==> config.mk <==
export PLATFORM = sky130hd
export DESIGN_NAME = sig_smooth
export DESIGN_NICKNAME = d
export VERILOG_FILES = /design/src/rtl/sig_smooth_pkg.sv /design/src/rtl/sig_smooth_ring.sv /design/src/rtl/sig_smooth.sv
export SDC_FILE = /design/constraint.sdc
export NUM_CORES = 1
export LEC_CHECK = 0
export ABC_AREA = 1
export BUFFER_PORTS_ARGS = -buffer_cell sky130_fd_sc_hd__buf_4
export CAP_MARGIN = 20
export CORE_ASPECT_RATIO = 1.4
export CORE_UTILIZATION = 65
export DETAILED_ROUTE_END_ITERATION = 8
export GPL_TIMING_DRIVEN = 0
export PLACE_DENSITY = 0.83
export SLEW_MARGIN = 5
export SYNTH_ARGS = -nofsm -noshare
export SYNTH_HDL_FRONTEND = slang
export SYNTH_HIERARCHICAL = 1
export SYNTH_SLANG_ARGS = --single-unit
==> constraint.sdc <==
create_clock -name clk_sys -period 7.8 [get_ports clk_sys]
set_clock_uncertainty 0.05 [all_clocks]
set_input_delay 1.17 -clock clk_sys [delete_from_list [all_inputs] [get_ports clk_sys]]
set_output_delay 1.17 -clock clk_sys [all_outputs]
set_load 0.02 [all_outputs]
==> src/rtl/sig_smooth_pkg.sv <==
// sig_smooth_pkg: shared constants for the moving-average front end.
//   SAT_CODE_DEF    reserved output code marking an overrange sample
//   WIN_LOG_MAX_DEF largest window exponent (window = 2^exp samples)
//   RING_DEPTH      sample history depth, 2^WIN_LOG_MAX_DEF
//   DATA_W / SUM_W  sample width and running-sum width (16 x 16'hffff fits in 20 bits)
package sig_smooth_pkg;
  localparam int          DATA_W          = 16;
  localparam logic [15:0] SAT_CODE_DEF    = 16'hfff0;
  localparam int          WIN_LOG_MAX_DEF = 4;
  localparam int          RING_DEPTH      = 2 ** WIN_LOG_MAX_DEF;
  localparam int          SUM_W           = DATA_W + WIN_LOG_MAX_DEF;
endpackage

==> src/rtl/sig_smooth_ring.sv <==
// sm_ring: sample-history register file, one write port, one
// asynchronous read port.
//   clk_sys  system clock
//   we       write enable
//   wr_addr  write index (the top's wr_ptr)
//   wr_data  baseline-corrected sample to store
//   rd_addr  read index (wr_ptr - N, the sample leaving the window)
//   rd_data  stored sample at rd_addr
// The contents are deliberately not reset: the fill counter keeps
// stale entries out of the running sum.
module sm_ring
  import sig_smooth_pkg::*;
#(
  parameter int ADDR_W = WIN_LOG_MAX_DEF
) (
  input  logic              clk_sys,
  input  logic              we,
  input  logic [ADDR_W-1:0] wr_addr,
  input  logic [DATA_W-1:0] wr_data,
  input  logic [ADDR_W-1:0] rd_addr,
  output logic [DATA_W-1:0] rd_data
);
  logic [DATA_W-1:0] mem [2**ADDR_W];

  always_ff @(posedge clk_sys) begin
    if (we) mem[wr_addr] <= wr_data;
  end

  assign rd_data = mem[rd_addr];
endmodule

==> src/rtl/sig_smooth.sv <==
// sig_smooth: baseline subtraction plus power-of-two moving average.
//   clk_sys      system clock, rising edge
//   rst_n        asynchronous active-low reset
//   adc_data     raw unsigned ADC sample
//   adc_vld      strobe qualifying adc_data
//   cfg_base     baseline subtracted from each sample (floored at 0)
//   cfg_win      window exponent, N = 2^min(cfg_win, WIN_LOG_MAX)
//   sm_data      smoothed sample, SAT_CODE when overrange
//   sm_vld       strobe qualifying sm_data
//   stu_fill     high while the window is (re)filling
//   stu_sat_cnt  saturating count of overrange input samples
// Handshake: adc_vld and sm_vld are single-cycle valid strobes with no
// ready; every valid input is taken, and once the window is full every
// sample yields exactly one sm_vld two clock edges after it is sampled.
module sig_smooth
  import sig_smooth_pkg::*;
#(
  parameter logic [15:0] SAT_CODE    = SAT_CODE_DEF,
  parameter int          WIN_LOG_MAX = WIN_LOG_MAX_DEF
) (
  input  logic        clk_sys,
  input  logic        rst_n,
  input  logic [15:0] adc_data,
  input  logic        adc_vld,
  input  logic [15:0] cfg_base,
  input  logic [2:0]  cfg_win,
  output logic [15:0] sm_data,
  output logic        sm_vld,
  output logic        stu_fill,
  output logic [15:0] stu_sat_cnt
);
  localparam int           PTR_W   = WIN_LOG_MAX;
  localparam int           SW      = DATA_W + WIN_LOG_MAX;
  localparam logic [2:0]   WIN_CAP = 3'(WIN_LOG_MAX);
  localparam logic [PTR_W:0]   FILL_ONE = 1;
  localparam logic [PTR_W-1:0] PTR_ONE  = 1;

  // stage 1
  logic [15:0] s1_data;
  logic        s1_sat;
  logic        s1_vld;

  // window configuration and flush
  logic [2:0]  win_q;
  logic        flush_q;

  // stage 2 state
  logic [PTR_W-1:0] wr_ptr;
  logic [PTR_W:0]   fill_cnt;
  logic [SW-1:0]    sum;

  // stage 2 combinational
  logic [2:0]       win_log;
  logic [PTR_W:0]   win_n;
  logic [PTR_W-1:0] rd_ptr;
  logic [15:0]      rd_data;
  logic             full;
  logic             take;
  logic [SW-1:0]    sub;
  logic [SW-1:0]    sum_next;
  logic [SW-1:0]    avg;

  always_ff @(posedge clk_sys or negedge rst_n) begin
    if (!rst_n) begin
      s1_data <= '0;
      s1_sat  <= 1'b0;
      s1_vld  <= 1'b0;
      win_q   <= '0;
      flush_q <= 1'b0;
    end else begin
      s1_vld  <= adc_vld;
      if (adc_vld) begin
        s1_data <= (adc_data > cfg_base) ? adc_data - cfg_base : '0;
        s1_sat  <= (adc_data >= SAT_CODE);
      end
      // A change is seen here; the flush acts on the following edge,
      // by which time win_q already holds the new window.
      win_q   <= cfg_win;
      flush_q <= (cfg_win != win_q);
    end
  end

  always_comb begin
    win_log  = (win_q > WIN_CAP) ? WIN_CAP : win_q;
    win_n    = FILL_ONE << win_log;
    // For the largest window this wraps onto wr_ptr itself: the oldest
    // entry is read before being overwritten on the same edge.
    rd_ptr   = wr_ptr - win_n[PTR_W-1:0];
    full     = (fill_cnt >= win_n);
    take     = s1_vld && !flush_q;
    sub      = full ? SW'(rd_data) : '0;
    sum_next = sum + SW'(s1_data) - sub;
    avg      = sum_next >> win_log;
  end

  sm_ring #(.ADDR_W(PTR_W)) u_ring (
    .clk_sys (clk_sys),
    .we      (take),
    .wr_addr (wr_ptr),
    .wr_data (s1_data),
    .rd_addr (rd_ptr),
    .rd_data (rd_data)
  );

  always_ff @(posedge clk_sys or negedge rst_n) begin
    if (!rst_n) begin
      wr_ptr      <= '0;
      fill_cnt    <= '0;
      sum         <= '0;
      sm_data     <= '0;
      sm_vld      <= 1'b0;
      stu_sat_cnt <= '0;
    end else begin
      sm_vld <= 1'b0;
      if (flush_q) begin
        // Ring and pointer are kept; a sample arriving now is dropped.
        sum      <= '0;
        fill_cnt <= '0;
      end else if (s1_vld) begin
        wr_ptr   <= wr_ptr + PTR_ONE;
        sum      <= sum_next;
        fill_cnt <= full ? fill_cnt : fill_cnt + FILL_ONE;
        sm_data  <= (s1_sat || avg >= SW'(SAT_CODE)) ? SAT_CODE : avg[15:0];
        sm_vld   <= (fill_cnt + FILL_ONE >= win_n);
      end
      if (s1_vld && s1_sat && stu_sat_cnt != 16'hffff)
        stu_sat_cnt <= stu_sat_cnt + 16'd1;
    end
  end

  assign stu_fill = (fill_cnt < win_n);
endmodule

### Word level (Yosys, flattened, before mapping)

Memories as Yosys holds them, arrays and structs flattened.
Cells that the tools add are included.

* add/sub/neg operators: 7
* magnitude comparators: 7
* equal/unequal tests: 3
* shifts and indexed selects: 2
* muxes and demuxes: 13
* bitwise gates (word level): 1
* reductions and logical operators: 8

Operators by type and width (number)
* 16-bit 2-to-1 mux: 3
* 20-bit 2-to-1 mux: 2
* 20-bit by 16-bit adder with 20-bit output: 1
* 20-bit by 16-bit greater-or-equal comparator with 1-bit output (second input constant): 1
* 20-bit by 3-bit >> shifter with 20-bit output: 1
* 20-bit by 16-bit subtractor with 20-bit output: 1
* 16-bit by 1-bit adder with 16-bit output (second input constant): 1
* 16-bit greater-or-equal comparator (second input constant): 1
* 16-bit greater-than comparator: 1
* 16-bit inequality test (second input constant): 1
* 16-bit subtractor: 1
* 5-bit 2-to-1 mux: 3
* 5-bit greater-or-equal comparator: 2
* 5-bit by 1-bit adder with 5-bit output (second input constant): 1
* 5-bit less-than comparator: 1
* 1-bit by 3-bit left shift with 5-bit output (first input constant): 1
* 4-bit by 1-bit adder with 4-bit output (second input constant): 1
* 1-bit 2-to-1 mux: 4
* 2-bit AND reduction: 2
* 4-bit subtractor: 1
* 3-bit greater-than comparator (second input constant): 1
* 1-bit logical AND: 3
* 3-bit 2-to-1 mux: 1
* 3-bit inequality test: 1
* 5 further kinds: 5

* register bits after elaboration: 84
* bits in writable memories: 256
* input bits: 38
* output and inout bits: 34
* logic and storage cells: 53
* memories: 1

Memory list
* u_ring.mem: words 16, bits a word 16, rd ports 1, clocked after memory_dff 0, write ports 1, line sig_smooth_ring.sv:23 `logic [DATA_W-1:0] mem [2**ADDR_W];`

### Logic depth before layout (Yosys ltp)

An unclocked memory read counts as a cell.

* word-level depth: 11
* depth in mapped cells: 42
* depth with buffers taken out: 38

### Modules after synthesis

The synthesis kept the hierarchy.

Modules (own cells, without submodules)
* sm_ring: times used 1, cells each 1058, area each 11060.6 um2, seq. area each 7687.4 um2
* sig_smooth: times used 1, cells each 1034, area each 7215.7 um2, seq. area each 2102.0 um2

### Worst setup path before layout

No wires, ideal clock.

* kind: reg2reg
* from: reg win_q[0]
* to: reg sm_data[13]
* library setup time: 0.113 ns
* arrival time: 5.943 ns
* data required time: 7.637 ns
* path slack: 1.694 ns
* cell stages (with the launch flop): 33
* path buffers: 3
* clock period less this slack: 6.106 ns
* cells stage by stage: dfrtp_1 > inv_1 > nor2_2 > inv_1 > buf_4 > nor2_1 > inv_1 > ha_1 > a21oi_1 > nor2_1 > a2111oi_0 > nand2_1 > inv_1 > clkbuf_1 > nor2_1 > fa_1 > inv_1 > ha_1 > nand2_2 > inv_1 > a21oi_2 > nand3_2 > nand2_1 > nand3_1 > nand3_2 > nand2_2 > a21oi_2 > nand3_2 > a21oi_4 > buf_6 > nand3_1 > nand2_1 > inv_1

* cells in the longest elaborated chain, start to end: 11
* elaborated cells between the ends (all ways): 12
* those cells by class: 2 x add/sub; 3 x order compare; 2 x shift; 3 x mux; 1 x reduce/logical; 1 x memory

RTL lines
* start: declaration: line sig_smooth.sv:44 `logic [2:0] win_q;`
* start signal: assignment: line sig_smooth.sv:78 `win_q <= cfg_win;`
* 3-bit greater-than comparator: line sig_smooth.sv:84 `win_log = (win_q > WIN_CAP) ? WIN_CAP : win_q;`
* 3-bit 2-to-1 mux *: line sig_smooth.sv:84
* 1-bit by 3-bit left shift with 5-bit output: line sig_smooth.sv:85 `win_n = FILL_ONE << win_log;`
* 4-bit subtractor: line sig_smooth.sv:88 `rd_ptr = wr_ptr - win_n[PTR_W-1:0];`
* memory 16 x 16 bit
* 16-bit 2-to-1 mux: line sig_smooth.sv:91 `sub = full ? SW'(rd_data) : '0;`
* 20-bit by 16-bit subtractor with 20-bit output: line sig_smooth.sv:92 `sum_next = sum + SW'(s1_data) - sub;`
* 20-bit by 3-bit >> shifter with 20-bit output *: line sig_smooth.sv:93 `avg = sum_next >> win_log;`
* 20-bit by 16-bit greater-or-equal comparator with 1-bit output: line sig_smooth.sv:123 `sm_data <= (s1_sat || avg >= SW'(SAT_CODE)) ? SAT_CODE : avg[15:0];`
* 1-bit logical OR: line sig_smooth.sv:123
* 16-bit 2-to-1 mux *: line sig_smooth.sv:123
* end signal: assignment: line sig_smooth.sv:123
* end: declaration: line sig_smooth.sv:27 `output logic [15:0] sm_data,`

Every way passes the cells marked *; elsewhere a longest branch is shown, timed or not.
A chain may end at the register's enable or synchronous reset.

### Worst setup path after layout

* from: reg win_q[0]
* to: reg sm_data[1]

Same word-level chain as after synthesis.

==> metrics.yaml <==
outcome:
  status: "finished, final reports clean"
pwr:
  p_total_mw: 8.810
  p_per_area_nw_per_um2: 428.2
  leakage_nw: 9.856
  peakVddDrop_v: 0.0004202
timing:
  hold_viol_final: 0
  tns_ps: 0
  setup_viol: 0
  hold_ws_ps: 436.7
  worst_pin_slew_ps: 1105
  fin_ws_ps: 627.7
  rsz0062_at_grt: "false"
  relSlewSlack: 0.2445
  fmax_ghz: 0.1394
  finalCriticalPeriod_ps: 7172
  finalCritPeriodShare: 0.9195
  drv_slew: 0
global_routing:
  antenna_found_initial: 0
  grt_pass1_vias: 15170
  grt_max_degree: 85
  grt.total_usage: 0.3720
  grt_overflow: 0
  grt_pass1_wl_mm: 79.41
place:
  gp_congestion: 1.004
  io_buffers: 71
  pre_cts_ws_ps: 814.3
  placed_area_um2: 19490
  dp_hpwl_mm: 37.49
  place_inst: 2545
worst_setup_path:
  cp_common_cell: "inv_1"
  worstPathArrival_ps: 7590
  crit_required_ps: 8220
  path_max_fanout: 10
  end_kind: "register"
  crit_cells: 33
  cp_slowest_cell: "a2111oi_0"
  start_kind: "register"
  path_class: "register to register"
  crit_family: "simple AND/OR/NAND/NOR gates"
  r2r_cells: 33
  critPathBufInv: 9
  crit_path_max_incr_delay_ps: 920
final_layout:
  final_cell_mix: "nand2_1 (572), inv_1 (409), nand3_1 (284), edfxtp_1 (256), buf_4 (92)"
  antennaDiodeCount: 0
  final_common_cell: "nand2_1"
  stdcell_area_um2: 20570
  area_growth_syn_to_layout_pct: 12.58
  final_nets: 2317
  fillers: 1961
  fin_util: 0.7439
  drive_gt1_frac: 0.1097
  fin_cells: 2604
clock_tree:
  cts_tree: "done"
  clockBufferDepth: 3
  cts_buffers: 31
  htreeDepth: 1
  postCtsHoldBufs: 0
  post_cts_buffers: 0
  postCtsResizedCells: 0
  cts_num_sinks: 340
  clk_pin_slew_ps: 60
  root_buffer: "clkbuf_16"
  clock_latency_ps: 590
floorplanning:
  fp.dieH_um: 200.4
  pin_count: 72
  dieArea_um2: 28800
  start_util: 0.6608
  core_um2: 27660
  rows: 72
  die_x_um: 143.7
yosys:
  synthCells: 2092
  yosysSeqAreaShare: 0.5356
  synth.distinct_cells: 39
  synth_nets: 2200
  yosys-top-cells-area: "edfxtp_1 (42%), nand2_1 (12%), dfrtp_1 (12%)"
  ys_ff_latch: 340
  avgSynthCellArea_um2: 8.736
  dominantRegCellSynth: "edfxtp_1"
  syn-cell-area_um2: 18280
  async_flop_share: 0.2471
  yosysTopAreaCell: "edfxtp_1"
  synth-edff-count: 256
  synth_top_area_share: 0.4206
  synth_warnings: 6
routing:
  drc_errors: 0
  firstDrtPassIters: 5
  via_per_inst: 5.723
  via_count: 14900
  wl_mm: 51.50
  drt-initial-drc-count: 1267
  wire_per_inst_um: 19.78
  ant_nets: 0
hold_path:
  hold_path.class: "register to register"
  holdPathStages: 2
flow_run:
  drv_cap: 0
[layer usage]
layer | GRT usage | vias to the layer above | routed length [µm]
met1 | 0.3995 | 6918 | 16950
met4 | 0.3119 | 0 | 5027
met2 | 0.6413 | 841 | 25610
li1 | - | 6917 | -
met5 | 0 | - | 0
met3 | 0.04949 | 227 | 3918
[synthesized netlist by cell type (2+ instances only)]
library cell,count
a21oi_1,42
a21oi_2,3
a31oi_1,3
buf_1,3
buf_2,23
buf_4,21
buf_6,5
clkbuf_1,18
dfrtp_1,84
edfxtp_1,256
fa_1,18
ha_1,52
inv_1,409
inv_2,3
nand2_1,572
nand2_2,11
nand3_1,284
nand3_2,8
nand3b_1,7
nand4_1,15
nor2_1,104
nor2_2,6
nor3_1,9
nor3_2,2
o2111ai_1,2
o21ai_0,47
o21bai_1,5
o22ai_1,24
or2_2,9
xnor2_1,20
xor2_1,19
[final cells by class]
cell class              instances  area (µm²)  area share
flip-flops and latches        340        9789      0.4758
multi-input cells            1269        6569      0.3193
inverters                     413        1550     0.07535
clock buffers                  36       824.5     0.04008
repair buffers                 84       740.7     0.03600
well taps                     370       462.9     0.02250
plain buffers                  70       407.9     0.01982
clock inverters                22       230.2     0.01119
[final timing paths]
path,start,end,slack (ps)
setup / recovery,win_q[0]$_DFF_PN0_,sm_data[1]$_DFFE_PN0P_,630
hold / removal,sm_data[2]$_DFFE_PN0P_,sm_data[2]$_DFFE_PN0P_,440
setup reg to reg,win_q[0]$_DFF_PN0_,sm_data[1]$_DFFE_PN0P_,630
hold reg to reg,sm_data[2]$_DFFE_PN0P_,sm_data[2]$_DFFE_PN0P_,440
max in group asynchronous,rst_n,s1_data[3]$_DFFE_PN0P_,6630
min in group asynchronous,rst_n,sm_data[15]$_DFFE_PN0P_,450
[registers in the layout (all words and copies together), names as in the netlist, 3 cells and up]
signal       count
fill_cnt         5
s1_data         16
sm_data         16
stu_sat_cnt     16
sum             20
u_ring/mem     256
win_q            3
wr_ptr           4
[kinds of logic after synthesis]
family | count (synthesis) | share of synthesized area
xor+xnor | 39 | 0.01869
fa+ha+maj | 70 | 0.05532
flops | 340 | 0.5356
buf+inv | 483 | 0.1071
compound gates | 133 | 0.04176
simple gates | 1027 | 0.2415
[power by group]
part | switching (mW) | total (mW) | internal, mW
logic | 3.50 | 5.01 | 1.51
registers | 0.139 | 2.23 | 2.09
clock network | 0.676 | 1.57 | 0.894
[worst min-delay path: stages, from the launching register on]
cell and delay (ps):
dfrtp_1 350, nand2_1 60, nand2_1 50
(Power assumes the default switching activity.)
